`src/rtl/csa_accum_ctrl_if.sv`:
```
// Stream interface for csa_accum_ctrl.
// Groups the burst control, operand input stream and result output stream.
//   start/count       : burst request (count sampled with start while idle)
//   in_valid/in_ready : operand handshake, in_data carries the operand
//   out_valid/out_ready: result handshake, result/cout carry the resolved sum
//   busy              : controller is not idle
// master: the side that issues bursts and consumes results.
// slave : the accumulator controller.
interface csa_accum_ctrl_if #(
  parameter int unsigned N     = 32,
  parameter int unsigned CNT_W = 8
);
  logic             start;
  logic [CNT_W-1:0] count;
  logic             in_valid;
  logic             in_ready;
  logic [N-1:0]     in_data;
  logic             out_valid;
  logic             out_ready;
  logic [N-1:0]     result;
  logic             cout;
  logic             busy;

  modport master (
    output start, count, in_valid, in_data, out_ready,
    input  in_ready, out_valid, result, cout, busy
  );

  modport slave (
    input  start, count, in_valid, in_data, out_ready,
    output in_ready, out_valid, result, cout, busy
  );
endinterface

```
`src/rtl/csa_accum_ctrl.sv`:
```
// Multi-operand accumulator sequencer with a carry-save core.
// A burst of `count` operands is compressed 3:2 into a redundant sum/carry pair,
// one operand per cycle, then resolved with a single carry-propagate add.
// Ports:
//   clk   : clock, rising edge
//   rst_n : asynchronous active-low reset
//   bus   : csa_accum_ctrl_if.slave (start/count, operand stream, result stream, busy)
// Optional build macro CSA_RESOLVE_PIPE_EN splits the final add into a low-half
// and a high-half cycle (N must be even); results are identical in both builds.
module csa_accum_ctrl #(
  parameter int unsigned N     = 32,
  parameter int unsigned CNT_W = 8
) (
  input  logic              clk,
  input  logic              rst_n,
  csa_accum_ctrl_if.slave   bus
);

`ifdef CSA_RESOLVE_PIPE_EN
  localparam int unsigned H = N / 2;
  typedef enum logic [2:0] {StIdle, StAccum, StResLo, StResHi, StDone} state_e;
`else
  typedef enum logic [1:0] {StIdle, StAccum, StResolve, StDone} state_e;
`endif

  state_e           state_q, state_d;
  logic [N-1:0]     sum_q, sum_d;
  logic [N-1:0]     carry_q, carry_d;
  logic [CNT_W-1:0] rem_q, rem_d;
  logic [N-1:0]     result_q, result_d;
  logic             cout_q, cout_d;
  logic [N-2:0]     maj_lo;
`ifdef CSA_RESOLVE_PIPE_EN
  logic             lo_c_q, lo_c_d;
`endif

  // Majority bit N-1 would shift out of the carry word, so it is never formed.
  assign maj_lo = (sum_q[N-2:0] & carry_q[N-2:0]) |
                  (sum_q[N-2:0] & bus.in_data[N-2:0]) |
                  (carry_q[N-2:0] & bus.in_data[N-2:0]);

  always_comb begin
    state_d  = state_q;
    sum_d    = sum_q;
    carry_d  = carry_q;
    rem_d    = rem_q;
    result_d = result_q;
    cout_d   = cout_q;
`ifdef CSA_RESOLVE_PIPE_EN
    lo_c_d   = lo_c_q;
`endif
    unique case (state_q)
      StIdle: begin
        if (bus.start) begin
          if (bus.count != '0) begin
            state_d = StAccum;
            rem_d   = bus.count;
            sum_d   = '0;
            carry_d = '0;
          end else begin
            // Empty burst: report a zero result without touching the operand stream.
            state_d  = StDone;
            result_d = '0;
            cout_d   = 1'b0;
          end
        end
      end
      StAccum: begin
        if (bus.in_valid) begin
          sum_d   = sum_q ^ carry_q ^ bus.in_data;
          carry_d = {maj_lo, 1'b0};
          rem_d   = rem_q - CNT_W'(1);
          if (rem_q == CNT_W'(1)) begin
`ifdef CSA_RESOLVE_PIPE_EN
            state_d = StResLo;
`else
            state_d = StResolve;
`endif
          end
        end
      end
`ifdef CSA_RESOLVE_PIPE_EN
      StResLo: begin
        {lo_c_d, result_d[H-1:0]} = {1'b0, sum_q[H-1:0]} + {1'b0, carry_q[H-1:0]};
        state_d = StResHi;
      end
      StResHi: begin
        {cout_d, result_d[N-1:H]} = {1'b0, sum_q[N-1:H]} + {1'b0, carry_q[N-1:H]} +
                                    (H + 1)'(lo_c_q);
        state_d = StDone;
      end
`else
      StResolve: begin
        {cout_d, result_d} = {1'b0, sum_q} + {1'b0, carry_q};
        state_d = StDone;
      end
`endif
      StDone: begin
        if (bus.out_ready) state_d = StIdle;
      end
      default: state_d = StIdle;
    endcase
  end

  always_ff @(posedge clk or negedge rst_n) begin
    if (!rst_n) begin
      state_q  <= StIdle;
      sum_q    <= '0;
      carry_q  <= '0;
      rem_q    <= '0;
      result_q <= '0;
      cout_q   <= 1'b0;
`ifdef CSA_RESOLVE_PIPE_EN
      lo_c_q   <= 1'b0;
`endif
    end else begin
      state_q  <= state_d;
      sum_q    <= sum_d;
      carry_q  <= carry_d;
      rem_q    <= rem_d;
      result_q <= result_d;
      cout_q   <= cout_d;
`ifdef CSA_RESOLVE_PIPE_EN
      lo_c_q   <= lo_c_d;
`endif
    end
  end

  // Handshake outputs decode registered state only; no path from in_valid/out_ready.
  assign bus.in_ready  = (state_q == StAccum);
  assign bus.out_valid = (state_q == StDone);
  assign bus.busy      = (state_q != StIdle);
  assign bus.result    = result_q;
  assign bus.cout      = cout_q;

endmodule

```
`src/flat_wrapper.sv`:
```
// flat-port wrapper written by rule: the top's interface ports become plain ports
module csa_accum_ctrl_flat 
#(
  parameter int unsigned N     = 32,
  parameter int unsigned CNT_W = 8
)
  (clk, rst_n, bus_start, bus_count, bus_in_valid, bus_in_data, bus_out_ready, bus_in_ready, bus_out_valid, bus_result, bus_cout, bus_busy);
  csa_accum_ctrl_if #(.N(N), .CNT_W(CNT_W)) bus_i ();
  input  logic clk;
  input  logic rst_n;
  input wire logic [$bits(bus_i.start)-1:0] bus_start;
  input wire logic [$bits(bus_i.count)-1:0] bus_count;
  input wire logic [$bits(bus_i.in_valid)-1:0] bus_in_valid;
  input wire logic [$bits(bus_i.in_data)-1:0] bus_in_data;
  input wire logic [$bits(bus_i.out_ready)-1:0] bus_out_ready;
  output wire logic [$bits(bus_i.in_ready)-1:0] bus_in_ready;
  output wire logic [$bits(bus_i.out_valid)-1:0] bus_out_valid;
  output wire logic [$bits(bus_i.result)-1:0] bus_result;
  output wire logic [$bits(bus_i.cout)-1:0] bus_cout;
  output wire logic [$bits(bus_i.busy)-1:0] bus_busy;
  assign bus_i.start = bus_start;
  assign bus_i.count = bus_count;
  assign bus_i.in_valid = bus_in_valid;
  assign bus_i.in_data = bus_in_data;
  assign bus_i.out_ready = bus_out_ready;
  assign bus_in_ready = bus_i.in_ready;
  assign bus_out_valid = bus_i.out_valid;
  assign bus_result = bus_i.result;
  assign bus_cout = bus_i.cout;
  assign bus_busy = bus_i.busy;
  csa_accum_ctrl #(.N(N), .CNT_W(CNT_W)) u_core (.clk(clk), .rst_n(rst_n), .bus(bus_i));
endmodule
```
`config.mk`:
```
export PLATFORM = sky130hd
export DESIGN_NAME = csa_accum_ctrl_flat
export DESIGN_NICKNAME = d
export VERILOG_FILES = /design/src/rtl/csa_accum_ctrl_if.sv /design/src/rtl/csa_accum_ctrl.sv /design/src/flat_wrapper.sv
export SDC_FILE = /design/constraint.sdc
export NUM_CORES = 1
export LEC_CHECK = 0
export CAP_MARGIN = 40
export CELL_PAD_IN_SITES_DETAIL_PLACEMENT = 2
export CELL_PAD_IN_SITES_GLOBAL_PLACEMENT = 2
export CORE_MARGIN = 2
export CORE_UTILIZATION = 36
export DETAILED_ROUTE_END_ITERATION = 10
export HOLD_SLACK_MARGIN = 0.06
export PLACE_DENSITY = 0.84
export RECOVER_POWER = 50
export SLEW_MARGIN = 10
export SYNTH_ARGS = -nofsm -noshare
export SYNTH_HDL_FRONTEND = slang
export SYNTH_SLANG_ARGS = --single-unit
export TNS_END_PERCENT = 5
```
`constraint.sdc`:
```
create_clock -name clk -period 3.32 [get_ports clk]
set_input_delay 0.498 -clock clk [delete_from_list [all_inputs] [get_ports clk]]
set_output_delay 0.498 -clock clk [all_outputs]
set_load 0.01 [all_outputs]
```
== Word-level counts from Yosys, hierarchy flattened ==
Index checks and enable logic that the tools add are counted.

* Multiplexer cells: 22
* Div/mod/pow operators: 0
* Reductions and logical operators: 8
* Multipliers: 0
* Bitwise operators: 7
* $add $sub $neg: 2
* Order comparisons: 0
* Equal/unequal tests: 10
* Shift-type cells: 0

{| class="wikitable"
|+ Operators by type and width
! kind !! count
|-
| $mux 32 || 6
|-
| $pmux 32 s2 || 3
|-
| $and 31x31->31 || 3
|-
| $xor 32x32->32 || 2
|-
| $or 31x31->31 || 2
|-
| $add 32x32->33 || 1
|-
| $mux 8 || 3
|-
| $pmux 8 s2 || 1
|-
| $mux 2 || 5
|-
| $eq 8x1->1 const B || 1
|-
| $ne 2x2->1 const B || 4
|-
| $pmux 2 s4 || 1
|-
| $reduce_and 4->1 || 2
|-
| $reduce_bool 8->1 || 1
|-
| $sub 8x1->8 const B || 1
|-
| $reduce_bool 2->1 || 3
|-
| $eq 2x2->1 const B || 2
|-
| $ne 2x1->1 const B || 2
|-
| $reduce_and 3->1 || 1
|-
| $eq 2x1->1 const B || 1
|-
| $logic_not 2->1 || 1
|-
| $mux 1 || 2
|-
| $pmux 1 s2 || 1
|}

* Output and inout port bits: 36
* Memory bits (writable): 0
* Flip-flop bits (word level): 107
* Bits in latches: 0
* Memories: 0
* Input bits: 45
* Word-level logic and storage cells: 55
* ROM bits: 0

== Longest topological paths before layout ==
Gate-level depths: netlist (run 1).

* Word-level depth: 5
* Depth in mapped cells: 10
* Mapped depth without buffers: 10

== Least setup slack after synthesis (run 1) ==
OpenSTA, ideal clock, no wires.

* Path kind: flip-flop to flip-flop
* From: reg u_core.carry_q[1]
* To: reg u_core.result_q[21], in the netlist u_core.bus.result[21]
* Data required time: 3187 ps
* Setup time: 133 ps
* Arrival time: 2458 ps
* Stages on the path, launching flop included: 11
* Buffers on the path: 0
* Clock period less this slack: 2591 ps
* Path slack: 729 ps
* Cell sequence: dfrtp_1 > ha_1 > fa_1 > a211oi_1 > o21ai_0 > a221oi_1 > nor2_1 > a21boi_1 > o21ai_0 > xnor2_1 > o21ai_0

* Cells in the longest elaborated chain, start to end: 2

{| class="wikitable"
|+ Ends and longest elaborated chain
! what !! RTL line !! text
|-
| from (decl) || csa_accum_ctrl.sv:28 || <nowiki>logic [N-1:0] carry_q, carry_d;</nowiki>
|-
| from (signal assigned) || csa_accum_ctrl.sv:119 || <nowiki>carry_q <= carry_d;</nowiki>
|-
| $add 32x32->33 || csa_accum_ctrl.sv:94 || <nowiki>{cout_d, result_d} = {1'b0, sum_q} + {1'b0, carry_q};</nowiki>
|-
| $pmux 32 s2 || csa_accum_ctrl.sv:52 || <nowiki>unique case (state_q)</nowiki>
|-
| to (signal assigned) || csa_accum_ctrl.sv:121 || <nowiki>result_q <= result_d;</nowiki>
|-
| to (decl) || csa_accum_ctrl.sv:30 || <nowiki>logic [N-1:0] result_q, result_d;</nowiki>
|}

Every way passes these cells.
A chain may end at the register's enable or synchronous reset.

== Worst setup path in the final report (run 1) ==
Ends and elaborated chain as after synthesis.

==> impl_metrics.toml, run 1 <==
[global_route]
grt_pass1_vias = 5967
grt_pass1_wl_microns = 32050
grt_max_degree = 64
overflow = 0
grt_antenna_before_repair = 0
track_usage_pct = 21.96

[worst_setup_path]
cp_common_cell = "o21ai_0"
worstPathArrival_ps = 3280
crit_buf_inv = 0
cp-end-kind = "flop"
path_max_fanout = 4
slowest_delay_ps = 460
slowest_stage = "fa_1"
criticalPathCategory = "flop to flop"
cp_top_family = "compound AO/OA/AOI/OAI gates"
setup.worst_path.start_class = "flop"
r2r_slack_ps = 320
crit_chain = "ha_1, fa_1, a211oi_2, o21ai_0, a221oi_1, nor2_1, a21boi_1, o21ai_0, xnor2_1, o21ai_0"
required_ps = 3600

[sta]
fin_crit_sh_pct = 90.41
drv_slew = 48
setup_violations = 0
setup_slack_ps = 318.3
tightest_slew_ps = 2815
fin_crit_ps = 3002
clock.fmax_mhz = 333.1
skew_ps = 9.439
slew_headroom_pct = -87.67
fin_setup_tns_ps = 0
timing.hold.ws_ps = 491.6
rsz0062_at_grt = "no"
hold_viol_final = 0

[power]
p_seq_share_pct = 34.1
powerDensity_nw_per_um2 = 858.4
total_power_mw = 6.633
ir_drop_mv = 0.5539
netSwitchingPower_mw = 2.880
intPower_mw = 3.753
pwr-share-comb_pct = 49.3
pwr-share-clk_pct = 16.6
p_sw_share_pct = 43.42
leakage_nw = 3.541

[detailed_routing]
postRouteAntennaNets = 0
wl_microns = 19360
drtIter0Drc = 171
drc_errors = 0
wl_per_cell_microns = 21.47
vias = 5169
dr.pass1.iters = 6
viasPerCell = 5.731

[floorplanning]
die_width_microns = 137.1
die_h_microns = 137.1
io_pins = 81
die_area_sq_um = 18810
rows = 48
core_sq_um = 17300
start_util_pct = 36.89

[placement]
dpl.cell_count = 886
dp_hpwl_microns = 14070
place_congestion = 0.8189
dp_slack_ps = 224.8
io_buffer_count = 80

[cells_and_area]
layout-drive-gt1-share_pct = 4.579
n_antenna_cell = 0
finalNetCount = 787
final_common_cell = "dfrtp_1"
syn_to_final_growth_pct = 21.10
fin_cells = 902
layout_common_cells = "dfrtp_1, a22o_1, clkdlybuf4s50_1, nand2_1, o21ai_0"

[cts]
clk_latency_ps = 360
cts_buffers = 9
h-tree-depth = 3
clockBufferDepth = 2
cts.repair.resized = 0
cts_root_buf = "clkbuf_16"
clk_pin_slew_worst_paths_ps = 70
cts_setup_buffers = 0
cts_tree = "yes"
ctsHoldBuffers = 0
clock_sinks = 106

[yosys]
yosys-top-cells-area = "dfrtp_1, fa_1, a22o_1, ha_1, nand2_1"
synth_nets = 719
synth_edf_count = 0
synth-main-ff-cell = "dfrtp_1"
yosys_register_bits = 106
yosysSeqAreaShare_pct = 41.57
synth_cell_types = 56
yosys_warnings = 0
synth-async-reset-ratio_pct = 100.0
yosys.area.top_type = "dfrtp_1"
synth.cell_area_sq_um = 6381
synth_top_area_share_pct = 41.57
synth_cells = 604
synth_area_per_cell_sq_um = 10.56

[worst_hold_path]
worstHoldPathType = "flop to flop"

[status]
status = "complete, but fails checks"
failed_checks = "max-capacitance violations, max-slew violations"

[flow_run]
cap_violations = 1
[registers in the layout, indices dropped and copies added (netlist names)]
name and cells:
u_core.bus.result 32, u_core.sum_q 32, u_core.carry_q 31, u_core.rem_q 8
u_core.state_q 2, u_core.bus.cout 1
[stage by stage]
stage | instance area (sq um) | util (%)
2_1_floorplan | 6381 | -
3_3_place_gp | 7430 | 42.95
3_5_place_dp | 7430 | 42.95
4_1_cts | 7726 | 44.67
5_1_grt | 7727 | 44.68
6_report | 7727 | 44.68
[cells by family after synthesis]
kind of cell               count (synthesis)  synth area share [%]
xor gates and xnor gates                  25                 3.431
adders and majority gates                 70                 17.37
muxes                                      5                0.7843
DFF                                      106                 41.57
buffers and inverters                     44                 2.725
AOI/OAI and AO/OA                        215                 23.90
and+or+nand+nor                          139                 10.22
[metal layers]
layer  track usage (%)  wire, microns  vias up
met1             27.15           8358     2704
met2             39.58          10240       82
met5                 0              0        -
met3             3.111            426       25
met4             6.586            341        0
li1                  -              -     2358
[path summary, 6_finish.rpt]
path / endpoint / from / cells past startpoint
max in group asynchronous: u_core.carry_q[18] / rst_n / 1
worst min register to register: u_core.bus.result[0] / u_core.bus.result[0] / 2
min in group asynchronous: u_core.sum_q[0] / rst_n / 1
worst min-delay path: u_core.bus.result[0] / u_core.bus.result[0] / 2
worst max register to register: u_core.bus.result[21] / u_core.carry_q[1] / 10
worst max-delay path: u_core.bus.result[21] / u_core.carry_q[1] / 10
[power by group through the flow]
stage	clock [mW]	sequential [mW]	combinational (mW)
final	1.10	2.26	3.27
after floorplan	0	2.19	2.05
after global routing	1.17	2.33	3.64
after CTS	1.13	2.27	3.35
after global placement	0	2.23	3.06
after detailed placement	0	2.28	3.29
[cell usage after synthesis, types with 2 or more instances]
master    instances
ha_1             39
mux2i_1           5
o21ai_1           4
buf_2             7
and3_1            4
a211oi_1          3
nand4_1           6
a21oi_1          36
or2_2             2
o21ai_0          42
and2_1            2
o31ai_1           8
xnor2_1          13
inv_1            14
or4_1             4
a31oi_1           6
nand3_1          12
o221ai_1          2
nor3_1            6
clkbuf_1         23
nand2b_1          3
nor4_1            3
xor2_1           12
o211ai_1          4
a21o_1           15
o21a_1            3
nor2_1           28
o41ai_1           2
a22o_1           65
o21bai_1          5
fa_1             31
o22ai_1           5
nand4b_1          2
nand2_1          60
dfrtp_1         106
a41o_1            2
[cell type report]
cell class,count,area [sq um]
Tap cell,225,281.5
Timing Repair Buffer,87,872.1
Sequential cell,106,2653
Clock buffer,11,242.7
Inverter,14,52.55
Fill cell,1812,9569
Multi-Input combinational cell,454,3572
Clock inverter,5,53.80
[worst register-to-register path, stage by stage (launching register included)]
cell	delay (ps)
dfrtp_1	420
ha_1	250
fa_1	460
a211oi_2	300
o21ai_0	210
a221oi_1	380
nor2_1	200
a21boi_1	260
o21ai_0	160
xnor2_1	150
o21ai_0	140
No activity file was read; power rests on OpenSTA's default activity.
==> run 2, diff against run 1 <==
clock period = 2.9 ns   (was 3.32 ns; I/O delays follow)
==> run 2 against run 1 <==
Compared with the run above: the flow still finishes with violations (max-capacitance violations, max-slew violations); wire length decreased by 0.18%; hold slack got worse by 11 ps; core utilization grew 0.92 points; sequential power increased by 14%; sequential share of layout area shrank 0.69 points; worst setup slack worse by 220 ps; global-route usage shrank 0.55 points; power grew 17%; largest cell class unchanged.
==> impl_metrics.toml, run 2 (synthesized netlist as in run 1, its figures left out) <==
[status]
status = "complete, but fails checks"
failed_checks = "max-capacitance violations, max-slew violations"

[global_route]
grt_antenna_before_repair = 0
track_usage_pct = 21.41
overflow = 0
grt_max_degree = 64
grt_pass1_wl_microns = 31420
grt_pass1_vias = 5843

[cts]
clk_pin_slew_worst_paths_ps = 80
cts_buffers = 9
cts_root_buf = "clkbuf_16"
cts_tree = "yes"
clockBufferDepth = 2
ctsHoldBuffers = 0
clk_latency_ps = 360
clock_sinks = 106
h-tree-depth = 3

[placement]
place_area_sq_um = 7495
dp_hpwl_microns = 14040
dp_slack_ps = -293.7
io_buffer_count = 80
place_congestion = 0.8441

[floorplanning]
rows = 48
die_area_sq_um = 18810
die_width_microns = 137.1
start_util_pct = 36.89
die_h_microns = 137.1
io_pins = 81
core_sq_um = 17300

[power]
leakage_nw = 3.604
ir_drop_mv = 0.5606
powerDensity_nw_per_um2 = 986.8
total_power_mw = 7.782

[sta]
clock.fmax_mhz = 356.6
tightest_slew_ps = 2566
setup_slack_ps = 95.51
rsz0062_at_grt = "no"
timing.hold.ws_ps = 480.9
setup_violations = 0
hold_viol_final = 0
skew_ps = 8.396
fin_crit_ps = 2804
slew_headroom_pct = -71.07
drv_slew = 44
fin_crit_sh_pct = 96.71

[worst_setup_path]
crit_chain = "ha_1, fa_2, a211oi_4, o21ai_2, a221oi_2, nor2_1, a21boi_1, o21ai_0, xnor2_1, o21ai_0"
slowest_stage = "fa_2"
cp_top_family = "compound AO/OA/AOI/OAI gates"
r2r_slack_ps = 100
setup.worst_path.start_class = "flop"
cp-end-kind = "flop"
worstPathArrival_ps = 3080
slowest_delay_ps = 430
cp_common_cell = "o21ai_0"
criticalPathCategory = "flop to flop"
required_ps = 3180
startpoint = "u_core.carry_q[1]"
path_max_fanout = 4
crit_buf_inv = 0
rr_worst_depth = 10
cp.depth = 10
endpoint = "u_core.bus.result[21]"
r2r_end = "u_core.bus.result[21]"
r2r_start = "u_core.carry_q[1]"

[flow_run]
cap_violations = 1

[detailed_routing]
viasPerCell = 5.710
drc_errors = 0
drtIter0Drc = 241
wl_per_cell_microns = 21.24
wl_microns = 19330
vias = 5196
postRouteAntennaNets = 0
dr.pass1.iters = 5

[cells_and_area]
finalNetCount = 796
n_antenna_cell = 0
layout-drive-gt1-share_pct = 6.861
layout_common_cells = "dfrtp_1, a22o_1, clkdlybuf4s50_1, nand2_1, o21ai_0"
fillers = 1794
fin_area_sq_um = 7886
syn_to_final_growth_pct = 23.59
final_common_cell = "dfrtp_1"

[worst_hold_path]
whs_path_depth = 2
worstHoldPathType = "flop to flop"
-- run 2: cell types whose count changed in the layout (fill, tap and decap cells not counted), moves of 2 or more --
cell / delta
buf_4: +8
ha_1: -2
ha_4: +2
o21ai_0: -2
-- run 2: cell type report --
class / count / area [sq um] / share of cell area (%)
clock inverter: 5 / 78.83 / 0.9995
timing repair buffer: 96 / 952.2 / 12.07
multi-input combinational: 454 / 3630 / 46.03
inverter: 14 / 52.55 / 0.6663
clock buffer: 10 / 239.0 / 3.030
tap: 225 / 281.5 / 3.570
sequential: 106 / 2653 / 33.63
-- run 2: how the worst min path moves through the flow --
stage                              start                   end  slack (ps)
detailed placement  u_core.bus.result[0]  u_core.bus.result[0]         480
global placement                   rst_n       u_core.sum_q[0]         470
floorplan                          rst_n       u_core.bus.cout         140
global route        u_core.bus.result[0]  u_core.bus.result[0]         510
finish              u_core.bus.result[9]  u_core.bus.result[9]         480
CTS                                rst_n       u_core.sum_q[0]         100
-- run 2: worst reg2reg max path, stage by stage (launching register included) --
cell      delay (ps)
dfrtp_1          390
ha_1             230
fa_2             430
a211oi_4         330
o21ai_2          150
a221oi_2         350
nor2_1           170
a21boi_1         250
o21ai_0          130
xnor2_1          140
o21ai_0          160
-- run 2: stage by stage --
stage | instances | TNS [ps] | utilization [%]
finish | 910 | 0 | 45.59
global route | 910 | 0 | 45.59
CTS | 909 | 0 | 45.31
detailed placement | 893 | -937.5 | 43.33
global placement | 893 | -6.097 | 43.33
floorplan | 604 | 0 | -
-- run 2: timing repair --
action,4_1_cts,5_1_grt
setup endpoints to repair,7,9
resized for setup,5,6
pin swaps,2,4
buffers inserted,1,1
-- run 2: metal layers --
layer  GRT usage (%)  part of all wire (%)  vias to the layer above
met5               0                     0                        -
met1           27.47                    44                     2699
met2           37.67                    52                       81
met4           6.701                   1.9                        0
met3           2.481                   2.2                       24
li1                -                     -                     2392
-- run 2: power by group --
group          total [mW]  internal (mW)  switching [mW]
logic                3.85           1.65            2.20
registers            2.57           2.01           0.560
clock network        1.36          0.775           0.580
==> run 3, diff against run 2 <==
CORE_UTILIZATION = 42   (was 36)
DONT_BUFFER_PORTS = 1   (was not set)
PLACE_DENSITY = 0.85   (was 0.84)
==> run 3 against run 2 <==
Compared with the run above: the flow finishes with violations (negative hold slack); hold slack got worse by 720 ps; clock power is 4% lower; non-clock buffer count shrank 85; sequential power up 4%; critical path type unchanged.
==> impl_metrics.toml, run 3 (synthesized netlist as in run 1, its figures left out) <==
[worst_setup_path]
required_ps = 3160
cp-end-kind = "flop"
worstPathArrival_ps = 3050
setup.worst_path.start_class = "flop"
criticalPathCategory = "flop to flop"
path_max_fanout = 4

[global_route]
grt_pass1_wl_microns = 30730
met1_usage_pct = 31.12
grt_max_degree = 107
use_met2_pct = 40.70
track_usage_pct = 24.11
grt_pass1_vias = 5551
groute.layer.met3.usage_pct = 6.240
overflow = 0
top_usage_layer = "met2"
grt_antenna_before_repair = 0

[sta]
drv_slew = 0
slew_headroom_pct = 55.00
timing.hold.ws_ps = -241.1
clock.fmax_mhz = 358.2
tightest_slew_ps = 672.0
setup_violations = 0
skew_ps = 8.176
setup_slack_ps = 108.1
hold_viol_final = 106
rsz0062_at_grt = "yes"
fin_crit_sh_pct = 96.27
fin_crit_ps = 2792
fin_setup_tns_ps = 0

[cts]
cts_buffers = 9
clockBufferDepth = 2
h-tree-depth = 3
clk_pin_slew_worst_paths_ps = 70
cts_root_buf = "clkbuf_16"
cts_tree = "yes"
cts_setup_buffers = 0
clk_latency_ps = 360
clock_sinks = 106

[placement]
io_buffer_count = 0
dp_slack_ps = -104.4
dp_hpwl_microns = 13550
place_congestion = 0.8628
place_area_sq_um = 6615

[detailed_routing]
dr.pass1.iters = 4
viasPerCell = 6.294
drc_errors = 0
drtIter0Drc = 204
vias = 4960
wl_per_cell_microns = 23.39
wl_microns = 18430
postRouteAntennaNets = 0

[floorplanning]
rows = 45
start_util_pct = 42.45
die_area_sq_um = 16200
die_width_microns = 127.3
core_sq_um = 15030
die_h_microns = 127.3
io_pins = 81

[worst_hold_path]
worstHoldPathType = "primary input to asynchronous set/reset pin"

[cells_and_area]
n_antenna_cell = 0
utilization_pct = 46.15
finalNetCount = 711
syn_to_final_growth_pct = 8.725
layout_common_cells = "dfrtp_1, a22o_1, nand2_1, o21ai_0, ha_1"
final_common_cell = "dfrtp_1"
layout-drive-gt1-share_pct = 6.167
fillers = 1553
fin_area_sq_um = 6938

[power]
ir_drop_mv = 0.5482
powerDensity_nw_per_um2 = 1041
leakage_nw = 3.222

[status]
failed_checks = "negative hold slack"
status = "complete, but fails checks"

[flow_run]
cap_violations = 0
==> run 3: power breakdown <==
group	internal [mW]	switching, mW	total (mW)
registers	2.02	0.647	2.66
clock network	0.735	0.564	1.30
logic	1.28	1.98	3.26
total	4.03	3.19	7.22
==> run 3: per-stage QoR <==
stage | cells | power, mW
after detailed placement | 773 | 5.924
after global routing | 788 | 7.805
after floorplan | 604 | 4.856
after CTS | 788 | 7.301
final | 788 | 7.224
after global placement | 772 | 5.584
==> run 3: worst max-delay path: stages, from the launching register on <==
cell      delay (ps)
dfrtp_1          420
ha_1             360
and2_1           210
a221o_1          350
o21ai_2          220
o211ai_1         140
a41o_1           330
a221oi_4         320
o41ai_1          130
a22o_1           210
==> run 3: layer usage <==
| metal | vias up | wire length (microns) |
|---|---|---|
| met2 | 89 | 9425 |
| met4 | 0 | 327 |
| met3 | 26 | 766 |
| met5 | - | 0 |
| met1 | 2629 | 7911 |
| li1 | 2216 | - |
==> run 3: layout make-up <==
| type | instances | area [sq um] | share of cell area (%) |
|---|---|---|---|
| repair buffers | 11 | 107.6 | 1.551 |
| inverters | 14 | 52.55 | 0.7574 |
| flip-flops and latches | 106 | 2653 | 38.23 |
| clock inverters | 2 | 35.03 | 0.5050 |
| multi-input cells | 454 | 3585 | 51.67 |
| clock buffers | 13 | 270.3 | 3.895 |
| well taps | 188 | 235.2 | 3.390 |
==> run 3: timing repair <==
| action | in CTS | in global routing |
|---|---|---|
| endpoints found under the hold margin | 106 | 106 |
| resized for setup | 2 | 4 |
| setup endpoints to repair | 2 | 5 |
| cloned | 0 | 0 |
==> run 3: path summary, 6_finish.rpt <==
kind / from / endpoint / slack [ps] / cells past startpoint
setup / recovery: u_core.carry_q[5] / u_core.bus.cout / 110 / 9
hold / removal: rst_n / u_core.carry_q[8] / -240 / 0
setup reg to reg: u_core.carry_q[5] / u_core.bus.cout / 110 / 9
hold reg to reg: u_core.sum_q[31] / u_core.sum_q[31] / 520 / 1
max in group asynchronous: rst_n / u_core.carry_q[23] / 3010 / 0
min in group clk: bus_count[3] / u_core.rem_q[3] / 260 / 2
